## config.mk

```make
export PLATFORM = sky130hd
export DESIGN_NAME = mod_divrem_flat
export DESIGN_NICKNAME = d
export VERILOG_FILES = /design/src/rtl/mod_divrem_if.sv /design/src/rtl/mod_divrem.sv /design/src/flat_wrapper.sv
export SDC_FILE = /design/constraint.sdc
export NUM_CORES = 1
export LEC_CHECK = 0
export CAP_MARGIN = 0
export CORE_MARGIN = 2
export CORE_UTILIZATION = 55
export CTS_CLUSTER_DIAMETER = 60
export CTS_CLUSTER_SIZE = 12
export DETAILED_ROUTE_END_ITERATION = 8
export HOLD_SLACK_MARGIN = 0.15
export PLACE_DENSITY = 0.81
export SLEW_MARGIN = 10
export SYNTH_ARGS = -nofsm -noshare
export SYNTH_HDL_FRONTEND = slang
export SYNTH_SLANG_ARGS = --single-unit
```

## constraint.sdc

```tcl
create_clock -name clk_in -period 2.9 [get_ports clk_in]
set_input_delay 0.58 -clock clk_in [delete_from_list [all_inputs] [get_ports clk_in]]
set_output_delay 0.58 -clock clk_in [all_outputs]
set_load 0.01 [all_outputs]
```

## src/rtl/mod_divrem_if.sv

```systemverilog
// Operand/result bundle between a requester and the mod_divrem reducer.
//
// Handshake: the requester raises ready_in with value_in/modulus_in stable;
// the reducer accepts on any rising clock edge where it is idle (busy_out=0),
// and ignores ready_in while busy_out=1. Operands are captured at the accept
// edge and may change freely afterwards. Completion is a one-cycle valid_out
// pulse; remainder_out, quotient_out and error_out are meaningful while
// valid_out=1 and hold until the next completion.
interface mod_divrem_if #(
  parameter int WIDTH = 16
);
  logic                 ready_in;
  logic [2*WIDTH-1:0]   value_in;
  logic [WIDTH-1:0]     modulus_in;
  logic [WIDTH-1:0]     remainder_out;
  logic [2*WIDTH-1:0]   quotient_out;
  logic                 busy_out;
  logic                 valid_out;
  logic                 error_out;

  modport master (
    output ready_in, value_in, modulus_in,
    input  remainder_out, quotient_out, busy_out, valid_out, error_out
  );

  modport slave (
    input  ready_in, value_in, modulus_in,
    output remainder_out, quotient_out, busy_out, valid_out, error_out
  );
endinterface

```

## src/rtl/mod_divrem.sv

```systemverilog
// Sequential restoring divider: 2*WIDTH-bit dividend by WIDTH-bit modulus,
// BITS_PER_CYCLE quotient bits per clock, divide-by-zero flagged in one cycle.
module mod_divrem #(
  parameter int WIDTH          = 16,
  parameter int BITS_PER_CYCLE = 1
) (
  input  logic       clk_in,
  input  logic       rst_n_in,
  mod_divrem_if.slave bus,
  output logic [1:0] state_dbg
);

  localparam int DW     = 2 * WIDTH;
  localparam int STEPS  = DW / BITS_PER_CYCLE;
  localparam int CNT_W  = (STEPS > 1) ? $clog2(STEPS) : 1;

  // Reject unsupported parameter combinations at elaboration.
  generate
    if ((WIDTH < 2) ||
        !((BITS_PER_CYCLE == 1) || (BITS_PER_CYCLE == 2) ||
          (BITS_PER_CYCLE == 4) || (BITS_PER_CYCLE == 8)) ||
        ((DW % BITS_PER_CYCLE) != 0)) begin : g_bad_params
      $error("mod_divrem: illegal WIDTH/BITS_PER_CYCLE combination");
    end
  endgenerate

  typedef enum logic [1:0] {
    S_IDLE = 2'd0,
    S_CALC = 2'd1,
    S_ZERO = 2'd2
  } state_t;

  state_t             state_q, state_d;
  logic [DW-1:0]      dvd_q;      // dividend, consumed MSB first
  logic [WIDTH-1:0]   mod_q;
  logic [WIDTH-1:0]   part_q;     // partial remainder; always < mod_q between steps
  logic [DW-1:0]      quo_q;
  logic [CNT_W-1:0]   cnt_q;
  logic [WIDTH-1:0]   rem_out_q;
  logic [DW-1:0]      quo_out_q;
  logic               busy_q, valid_q, error_q;

  logic [WIDTH-1:0]   part_nxt;
  logic [DW-1:0]      dvd_nxt;
  logic [DW-1:0]      quo_nxt;
  logic [WIDTH:0]     trial;      // shifted remainder needs one extra bit
  logic               last_step;

  assign last_step = (cnt_q == CNT_W'(STEPS - 1));

  // Chain BITS_PER_CYCLE restoring-division iterations combinationally.
  always_comb begin
    part_nxt = part_q;
    dvd_nxt  = dvd_q;
    quo_nxt  = quo_q;
    trial    = '0;
    for (int i = 0; i < BITS_PER_CYCLE; i++) begin
      trial   = {part_nxt, dvd_nxt[DW-1]};
      dvd_nxt = {dvd_nxt[DW-2:0], 1'b0};
      if (trial >= {1'b0, mod_q}) begin
        trial   = trial - {1'b0, mod_q};
        quo_nxt = {quo_nxt[DW-2:0], 1'b1};
      end else begin
        quo_nxt = {quo_nxt[DW-2:0], 1'b0};
      end
      part_nxt = trial[WIDTH-1:0];
    end
  end

  // FSM state register.
  always_ff @(posedge clk_in or negedge rst_n_in) begin
    if (!rst_n_in) state_q <= S_IDLE;
    else           state_q <= state_d;
  end

  // Next-state logic.
  always_comb begin
    state_d = state_q;
    case (state_q)
      S_IDLE: if (bus.ready_in) state_d = (bus.modulus_in == '0) ? S_ZERO : S_CALC;
      S_CALC: if (last_step)    state_d = S_IDLE;
      S_ZERO:                   state_d = S_IDLE;
      default:                  state_d = S_IDLE;
    endcase
  end

  // Datapath and registered outputs, advanced according to the current state.
  always_ff @(posedge clk_in or negedge rst_n_in) begin
    if (!rst_n_in) begin
      dvd_q     <= '0;
      mod_q     <= '0;
      part_q    <= '0;
      quo_q     <= '0;
      cnt_q     <= '0;
      rem_out_q <= '0;
      quo_out_q <= '0;
      busy_q    <= 1'b0;
      valid_q   <= 1'b0;
      error_q   <= 1'b0;
    end else begin
      valid_q <= 1'b0;
      case (state_q)
        S_IDLE: begin
          if (bus.ready_in) begin
            dvd_q  <= bus.value_in;
            mod_q  <= bus.modulus_in;
            part_q <= '0;
            quo_q  <= '0;
            cnt_q  <= '0;
            busy_q <= 1'b1;
          end
        end
        S_CALC: begin
          part_q <= part_nxt;
          dvd_q  <= dvd_nxt;
          quo_q  <= quo_nxt;
          cnt_q  <= cnt_q + CNT_W'(1);
          if (last_step) begin
            rem_out_q <= part_nxt;
            quo_out_q <= quo_nxt;
            busy_q    <= 1'b0;
            valid_q   <= 1'b1;
            error_q   <= 1'b0;
          end
        end
        S_ZERO: begin
          rem_out_q <= '0;
          quo_out_q <= '1;
          busy_q    <= 1'b0;
          valid_q   <= 1'b1;
          error_q   <= 1'b1;
        end
        default: begin
          busy_q <= 1'b0;
        end
      endcase
    end
  end

  // Output mapping; everything visible is a register.
  always_comb begin
    state_dbg         = state_q;
    bus.remainder_out = rem_out_q;
    bus.quotient_out  = quo_out_q;
    bus.busy_out      = busy_q;
    bus.valid_out     = valid_q;
    bus.error_out     = error_q;
  end

endmodule

```

## src/flat_wrapper.sv

```systemverilog
// flat-port wrapper written by rule: the top's interface ports become plain ports
module mod_divrem_flat 
#(
  parameter int WIDTH          = 16,
  parameter int BITS_PER_CYCLE = 1
)
  (clk_in, rst_n_in, state_dbg, bus_ready_in, bus_value_in, bus_modulus_in, bus_remainder_out, bus_quotient_out, bus_busy_out, bus_valid_out, bus_error_out);
  mod_divrem_if #(.WIDTH(WIDTH)) bus_i ();
  input  logic clk_in;
  input  logic rst_n_in;
  output logic [1:0] state_dbg;
  input wire logic [$bits(bus_i.ready_in)-1:0] bus_ready_in;
  input wire logic [$bits(bus_i.value_in)-1:0] bus_value_in;
  input wire logic [$bits(bus_i.modulus_in)-1:0] bus_modulus_in;
  output wire logic [$bits(bus_i.remainder_out)-1:0] bus_remainder_out;
  output wire logic [$bits(bus_i.quotient_out)-1:0] bus_quotient_out;
  output wire logic [$bits(bus_i.busy_out)-1:0] bus_busy_out;
  output wire logic [$bits(bus_i.valid_out)-1:0] bus_valid_out;
  output wire logic [$bits(bus_i.error_out)-1:0] bus_error_out;
  assign bus_i.ready_in = bus_ready_in;
  assign bus_i.value_in = bus_value_in;
  assign bus_i.modulus_in = bus_modulus_in;
  assign bus_remainder_out = bus_i.remainder_out;
  assign bus_quotient_out = bus_i.quotient_out;
  assign bus_busy_out = bus_i.busy_out;
  assign bus_valid_out = bus_i.valid_out;
  assign bus_error_out = bus_i.error_out;
  mod_divrem #(.WIDTH(WIDTH), .BITS_PER_CYCLE(BITS_PER_CYCLE)) u_core (.clk_in(clk_in), .rst_n_in(rst_n_in), .bus(bus_i), .state_dbg(state_dbg));
endmodule
```

Word-level counts from Yosys, hierarchy flattened --
Index checks and enable logic that the tools add are counted.
Storage, ports and cells: bits in latches 0, output and inout port bits 53, RAM bits 0, input bits 51, register bits after elaboration 153, memories 0, bits in read-only memories 0
Cells by class: equal/unequal tests 5, $add $sub $neg 2, multiply operators 0, mux-type cells 24, bitwise operators 0, reduce and logical (&&, ||, !) cells 8, divide/modulo/power cells 0, shifts and indexed selects 0, magnitude comparators 1
Operators by type and width (number):
- $pmux 32 s2 | 2
- $mux 32 | 2
- $pmux 16 s2 | 2
- $pmux 31 s2 | 1
- $mux 16 | 3
- $mux 31 | 1
- $ge 17x16->1 | 1
- $logic_not 16->1 | 1
- $sub 16x16->16 | 1
- $pmux 5 s2 | 1
- $reduce_and 2->1 | 4
- $mux 2 | 3
- $pmux 1 s2 | 3
- $add 5x1->5 const B | 1
- $eq 5x5->1 const B | 1
- $mux 5 | 1
- $mux 1 | 4
- $pmux 2 s2 | 1
- $reduce_bool 2->1 | 2
- $eq 2x1->1 const B | 1
- $eq 2x2->1 const B | 1
- $logic_not 2->1 | 1
- $ne 2x1->1 const B | 1
- $ne 2x2->1 const B | 1

Depth between registers and ports, before layout --
Gate-level depths: netlist of run 1.
depth after elaboration 4, gate-level depth with buffers 11, depth with buffers taken out 10

Least setup slack after synthesis of run 1 --
OpenSTA, ideal clock, no wires.
path kind reg-to-reg, start register u_core.dvd_q[31], end register u_core.rem_out_q[8] (netlist: u_core.bus.remainder_out[8]), data arrival time 2.157 ns, period minus slack after synthesis 2.278 ns, buffers on the path 0, library setup time 0.121 ns, required time 2.779 ns, slack 0.622 ns, stages on the path, launching flop included 11, path through dfrtp_1 -> inv_1 -> ha_1 -> inv_1 -> fa_1 -> a21o_1 -> a221o_1 -> nand4_1 -> o311ai_1 -> mux2_4 -> a22o_1
On the way: cells in the longest elaborated chain, start to end 4, elaborated cells on any way between the ends 5, classes of those cells 1 x add/sub; 1 x order compare; 3 x mux
Ends and longest elaborated chain:
- start: declaration | line mod_divrem.sv:34 | logic [DW-1:0] dvd_q;
- start signal: assignment | line mod_divrem.sv:105 | dvd_q <= bus.value_in;
- start signal: assignment | line mod_divrem.sv:115 | dvd_q <= dvd_nxt;
- $sub 16x16->16 / $ge 17x16->1 (equally long branches) | line mod_divrem.sv:61, mod_divrem.sv:60
- $mux 16 (*) | line mod_divrem.sv:60 | if (trial >= {1'b0, mod_q}) begin
- $mux 16 (*) | line mod_divrem.sv:118 | if (last_step) begin
- $pmux 16 s2 (*) | line mod_divrem.sv:102 | case (state_q)
- end signal: assignment | line mod_divrem.sv:119 | rem_out_q <= part_nxt;
- end: declaration | line mod_divrem.sv:39 | logic [WIDTH-1:0] rem_out_q;
Mark *: on every way between the ends. The rest lies on a longest branch, timed or not. The select of a mux whose other input is x is not followed. A chain may end at the register's enable or synchronous reset.

Final worst setup path of run 1 --
start register u_core.dvd_q[31], end register u_core.part_q[8]
On the way: cells in the longest elaborated chain, start to end 3, elaborated cells on any way between the ends 4, classes of those cells 1 x add/sub; 1 x order compare; 2 x mux
Ends and longest elaborated chain:
- $sub 16x16->16 / $ge 17x16->1 (equally long branches) | line mod_divrem.sv:61, mod_divrem.sv:60
- $mux 16 (*) | line mod_divrem.sv:60
- $pmux 16 s2 (*) | line mod_divrem.sv:102
- end signal: assignment | line mod_divrem.sv:114 | part_q <= part_nxt;
- end: declaration | line mod_divrem.sv:36 | logic [WIDTH-1:0] part_q;
Mark *: on every way between the ends. The rest lies on a longest branch, timed or not.

==> run metrics, run 1 <==
Starting Density=0.567; CTS clk-pin slew, worst paths=0.06 ns; crit path DAT=2.81 ns; Req. time, crit path=3.21 ns; Routability Congestion=0.932; Critical Path Sink Type=flip-flop; mux cell area share after synthesis=0.0892; fillers=933; Synth area leader=dfrtp_1; Seq/Total Area, Yosys=0.533; Total Die Area=14000 sq um; synthesized area=7190 sq um; Final Setup Violations=0; clock buffer depth=2; clock tree from TritonCTS=yes; Overflow after GRT=0; Hold Vio Cnt, Final=0; R2R Path End=u_core.part_q[8]$_DFFE_PN0P_; sw power=2.94 mW; Yosys warnings=0; top cells by count, synth=dfrtp_1, nand2_1, o21ai_0; Final period util=0.863; clk_skew=0.00575 ns; Worst Tran Pin Value=1.10 ns; sequential share of power=0.353; H-tree Lvls=4; initial antenna violation count=0; post-synthesis adder-cell area fraction=0.0394; Tmin final=2.50 ns; Post-Syn Instances=672; DP Wirelength=11000 um; XOR/XNOR Fraction of Synth Area=0.0158; Root Driver=clkbuf_16; Via Count=5458; simple-gate share of the synthesized area=0.0940; number of diodes=0; Post-synth EDFFs=0; count leader, synth=dfrtp_1; Num Clock Sinks=153; core area=12700 sq um; LEAKAGE=4.08 nW; Worst R2R Setup Slack=0.40 ns; combinational power share=0.383; switching share of total power=0.360; Remaining DRCs=0; Setup TNS=0 ns; Final Instance Area=8940 sq um; vias in the first global route=5531; DP Area=8350 sq um; layout cells sized above 1=0.0887; worst reg2reg path depth=10; Synth top area share=0.533; status=finished, final reports clean; 1st-iter DRT viols=432; relative slew slack=0.265; clk_lat worst skew=0.42 ns; total wire length=15700 um; largest net degree at the start of global routing=75; FP Rows=41; asr flop ratio synth=1.00; Setup WS post-layout=0.397 ns; first-pass GRT wire length=26700 um; startpoint types=flip-flop; crit path kind=flip-flop to flip-flop; combinational family with the most area after synthesis=compound AO/OA/AOI/OAI gates; Max FO, Critical Path=5; Avg WL per Cell=16.6 um; Distinct cells, synth=59; dominant cells by area after synthesis=dfrtp_1, mux2i_1, nand2_1, o21ai_0, a22o_1; TritonRoute pass-1 iters=5; Final Max Tran Viols=0; Max Clock Freq=400 MHz; Int Power=5.23 mW; Final Net Count=838; GRT Util Overall=0.238; worst r2r src=u_core.dvd_q[31]$_DFFE_PN0P_; die height=118 um; Mean Syn Cell Area=10.7 sq um; clock share of power=0.264; antenna-violating nets left=0; IO Port Bufs=103; I/O pins=104; power per standard cell area=913 nW/um^2; synthesized flop and latch total=153; syn_nets=745; prevailing post-synth register cell=dfrtp_1; die width=118 um; WHS=0.466 ns; unrepaired setup endpoints after global routing=no; worst setup path end=u_core.part_q[8]$_DFFE_PN0P_; Area growth syn-to-layout=24.5%; CTS Buf Count=17; pre-CTS WS=0.419 ns; drt via density=5.75; crit path launch=u_core.dvd_q[31]$_DFFE_PN0P_; Compound-Gate Fraction of Synth Area=0.185; peak supply drop=631 uV; Hold WC Path Type=flip-flop to flip-flop; MaxCap Viol Count=0
## power by group through the flow
| stage | Combinational [mW] | Clock, mW | Sequential [mW] |
|---|---|---|---|
| floorplan | 2.51 | 0 | 2.81 |
| global placement | 2.97 | 0 | 2.87 |
| detailed placement | 3.09 | 0 | 2.90 |
| CTS | 3.11 | 2.18 | 2.87 |
| global route | 3.47 | 2.29 | 2.94 |
| finish | 3.13 | 2.15 | 2.88 |
## repair_timing
action,in CTS,in global routing
resized for setup,0,0
hold buffers,1,0
buffers inserted,0,0
endpoints found under the setup margin,0,0
hold endpoints to repair,55,0
## worst max-delay path, cell delays in order (launching register included)
cell	delay, ns
dfrtp_1	0.38
inv_1	0.08
ha_1	0.16
inv_1	0.06
fa_1	0.41
a21o_1	0.19
a221o_1	0.39
nand4_1	0.13
o311ai_1	0.10
mux2_4	0.29
a22o_1	0.19
## sequential cells by signal (all words and copies together) (netlist names)
signal and cells:
u_core.bus.remainder_out 16, u_core.mod_q 16, u_core.bus.error_out 1, u_core.bus.busy_out 1, u_core.state_dbg 2, u_core.part_q 16
u_core.dvd_q 32, u_core.cnt_q 5, u_core.quo_q 31, u_core.bus.valid_out 1, u_core.bus.quotient_out 32
## per-layer routing
layer,track usage,vias up,wire length (um)
li1,-,2586,-
met3,0.0497,29,877
met4,0.105,0,360
met1,0.309,2674,6900
met5,0,-,0
met2,0.386,169,7600
## cell type report
type | count | area, sq um | share of cell area
well taps | 172 | 215 | 0.0241
multi-input cells | 451 | 3060 | 0.342
clock buffers | 21 | 460 | 0.0515
flip-flops and latches | 153 | 3830 | 0.428
repair buffers | 117 | 1160 | 0.130
clock inverters | 11 | 121 | 0.0136
inverters | 25 | 93.8 | 0.0105
## placed cells by master (no fill, tap or decap), types with 3 or more instances in the layout
| cell type | n |
|---|---|
| nor4_1 | 4 |
| a32oi_1 | 10 |
| xnor2_1 | 9 |
| o22a_1 | 11 |
| nand3_1 | 3 |
| nand2b_1 | 6 |
| and3_1 | 5 |
| a21oi_1 | 19 |
| dfrtp_1 | 153 |
| a31oi_1 | 5 |
| o21ai_1 | 24 |
| nand4_1 | 5 |
| o21ai_0 | 66 |
| nor2_1 | 10 |
| clkdlybuf4s50_1 | 102 |
| nand2_1 | 108 |
| clkbuf_16 | 17 |
| ha_1 | 20 |
| xor2_1 | 4 |
| buf_4 | 11 |
| clkinv_2 | 3 |
| inv_1 | 25 |
| mux2i_1 | 43 |
| a22o_1 | 35 |
| and4_1 | 3 |
| clkinvlp_4 | 5 |
| o21a_1 | 4 |
| a21o_1 | 7 |
| mux2_2 | 16 |
## logic make-up after synthesis
family / Yosys count
compound gates: 202
flops: 153
mux: 61
xor+xnor: 13
fa+ha+maj: 22
buf+inv: 68
simple gates: 153
## through the flow
stage	util	power, mW	cells
floorplan	-	5.32	672
global placement	0.659	5.84	917
detailed placement	0.659	6.00	917
CTS	0.706	8.17	950
global route	0.706	8.70	950
finish	0.706	8.17	950
## worst min-delay path by stage
stage,startpoint,end,slack (ns),depth (start not counted)
floorplan,rst_n_in,u_core.bus.busy_out$_DFFE_PN0P_,0.28,0
global placement,u_core.bus.quotient_out[20]$_DFFE_PN0P_,u_core.bus.quotient_out[20]$_DFFE_PN0P_,0.45,2
detailed placement,u_core.bus.quotient_out[30]$_DFFE_PN0P_,u_core.bus.quotient_out[30]$_DFFE_PN0P_,0.45,2
CTS,u_core.bus.quotient_out[30]$_DFFE_PN0P_,u_core.bus.quotient_out[30]$_DFFE_PN0P_,0.47,2
global route,u_core.bus.quotient_out[21]$_DFFE_PN0P_,u_core.bus.quotient_out[21]$_DFFE_PN0P_,0.50,2
finish,u_core.bus.quotient_out[30]$_DFFE_PN0P_,u_core.bus.quotient_out[30]$_DFFE_PN0P_,0.47,2
Power figures use the tool's default switching activity.
==> inputs of run 2 (changes only) <==
==> constraint.sdc (replaced) <==
create_clock -name clk_in -period 2.9 [get_ports clk_in]
set_input_delay 0.58 -clock clk_in [delete_from_list [all_inputs] [get_ports clk_in]]
set_output_delay 0.58 -clock clk_in [all_outputs]
set_load 0.02 [all_outputs]
==> results of run 2 <==
Same layout as run 1 (identical final DEF). Status: finished, final reports clean.
Among the figures that moved: total power 8.17 mW -> 8.18 mW
==> inputs of run 3 (changes only) <==
--- a/config.mk
+++ b/config.mk
@@ -12,7 +12,7 @@
 export CTS_CLUSTER_SIZE = 12
 export DETAILED_ROUTE_END_ITERATION = 8
 export HOLD_SLACK_MARGIN = 0.15
-export PLACE_DENSITY = 0.81
+export PLACE_DENSITY = 0.93
 export SLEW_MARGIN = 10
 export SYNTH_ARGS = -nofsm -noshare
 export SYNTH_HDL_FRONTEND = slang
==> run 3 against run 2 <==
Effect of this change: power increased by 3.3%; clock-buffer cell count increased by 1; utilization increased by 0.46 points; clock power increased by 9.3%; first-iteration DRC count increased by 31%; clock skew increased by 0.0040 ns; critical path type unchanged; largest power group unchanged.
==> run metrics, run 3 (synthesis results as in run 1) <==
Routability Congestion=0.857; Num Clock Sinks=153; Avg WL per Cell=17.7 um; antenna-violating nets left=0; total wire length=16900 um; FP Rows=41; Hold Vio Cnt, Final=0; clock tree from TritonCTS=yes; placed cells=917; crit path kind=flip-flop to flip-flop; relative slew slack=0.279; Area growth syn-to-layout=25.3%; die width=118 um; Hold WC Path Type=flip-flop to flip-flop; Max Clock Freq=384 MHz; IO Port Bufs=103; status=finished, final reports clean; LEAKAGE=4.12 nW; startpoint types=flip-flop; GRT Util Overall=0.251; Setup TNS=0 ns; vias in the first global route=5559; Final period util=0.898; largest net degree at the start of global routing=56; number of diodes=0; initial antenna violation count=0; I/O pins=104; Final Net Count=838; MaxCap Viol Count=0; Setup WS post-layout=0.295 ns; layout cells sized above 1=0.0874; clk_skew=0.00976 ns; Final Instance Area=9000 sq um; Root Driver=clkbuf_16; Critical Path Sink Type=flip-flop; Overflow after GRT=0; Via Count=5521; Post-CTS Resized=0; die height=118 um; Starting Density=0.567; Req. time, crit path=3.21 ns; Remaining DRCs=0; pre-CTS WS=0.316 ns; TritonRoute pass-1 iters=5; DP Wirelength=11700 um; Max FO, Critical Path=5; most common cell after layout, fill and taps aside=dfrtp_1; H-tree Lvls=4; drt via density=5.81; Total Die Area=14000 sq um; clk_lat worst skew=0.43 ns; CTS Buf Count=17; power per standard cell area=938 nW/um^2; 1st-iter DRT viols=564; peak supply drop=475 uV; DP Area=8360 sq um; Worst Tran Pin Value=1.08 ns; Final Max Tran Viols=0; highest-count cells in the layout ignoring fill and taps=dfrtp_1, nand2_1, clkdlybuf4s50_1; crit path DAT=2.91 ns; Finished Layout Cells=950; CTS clk-pin slew, worst paths=0.06 ns; first-pass GRT wire length=27700 um; fillers=888; clock buffer depth=2; core area=12700 sq um; Final Setup Violations=0; Tmin final=2.61 ns; unrepaired setup endpoints after global routing=no
## run 3: worst paths after layout
path | startpoint | end | slack, ns | depth (start not counted)
min reg2reg | u_core.bus.quotient_out[12]$_DFFE_PN0P_ | u_core.bus.quotient_out[12]$_DFFE_PN0P_ | 0.47 | 2
min in group asynchronous | rst_n_in | u_core.mod_q[15]$_DFFE_PN0P_ | 0.68 | 2
max reg2reg | u_core.dvd_q[31]$_DFFE_PN0P_ | u_core.part_q[8]$_DFFE_PN0P_ | 0.29 | 10
max | u_core.dvd_q[31]$_DFFE_PN0P_ | u_core.part_q[8]$_DFFE_PN0P_ | 0.29 | 10
max in group asynchronous | rst_n_in | u_core.quo_q[13]$_DFFE_PN0P_ | 1.58 | 3
min | u_core.bus.quotient_out[12]$_DFFE_PN0P_ | u_core.bus.quotient_out[12]$_DFFE_PN0P_ | 0.47 | 2
## run 3: timing repair
item                       4_1_cts  5_1_grt
setup endpoints to repair        0        0
setup buffers                    0        0
hold buffers                     1        0
hold endpoints to repair        50        0
## run 3: report_power, final
| part | internal, mW | switching (mW) |
|---|---|---|
| registers | 2.58 | 0.310 |
| logic | 1.36 | 1.86 |
| clock network | 1.49 | 0.856 |
| total | 5.42 | 3.02 |
## run 3: layout make-up
type | count | area (sq um) | area share
clock buffer | 22 | 464 | 0.0516
sequential | 153 | 3830 | 0.425
timing repair buffer | 117 | 1180 | 0.131
inverter | 25 | 93.8 | 0.0104
tap | 172 | 215 | 0.0239
multi-input combinational | 451 | 3060 | 0.340
clock inverter | 10 | 164 | 0.0182
## run 3: stage by stage
step	total power, mW	hold WS [ns]	util
6_report	8.45	0.466	0.710
5_1_grt	8.93	0.495	0.710
4_1_cts	8.46	0.468	0.710
3_5_place_dp	6.07	0.455	0.660
3_3_place_gp	5.95	0.449	0.660
2_1_floorplan	5.33	0.284	-
## run 3: worst max-delay path, cell delays in order (launching register included)
cell and delay, ns:
dfrtp_1 0.38, inv_1 0.10, ha_1 0.18, inv_1 0.06, fa_1 0.39, a21o_1 0.19
a221o_1 0.40, nand4_1 0.13, o311ai_1 0.14, mux2_4 0.32, a22o_1 0.20
## run 3: per-layer routing
metal | track usage | up-vias | part of all wire
met5 | 0 | - | 0
met4 | 0.110 | 0 | 0.026
met3 | 0.0473 | 33 | 0.050
li1 | - | 2598 | -
met1 | 0.318 | 2695 | 0.42
met2 | 0.421 | 195 | 0.50
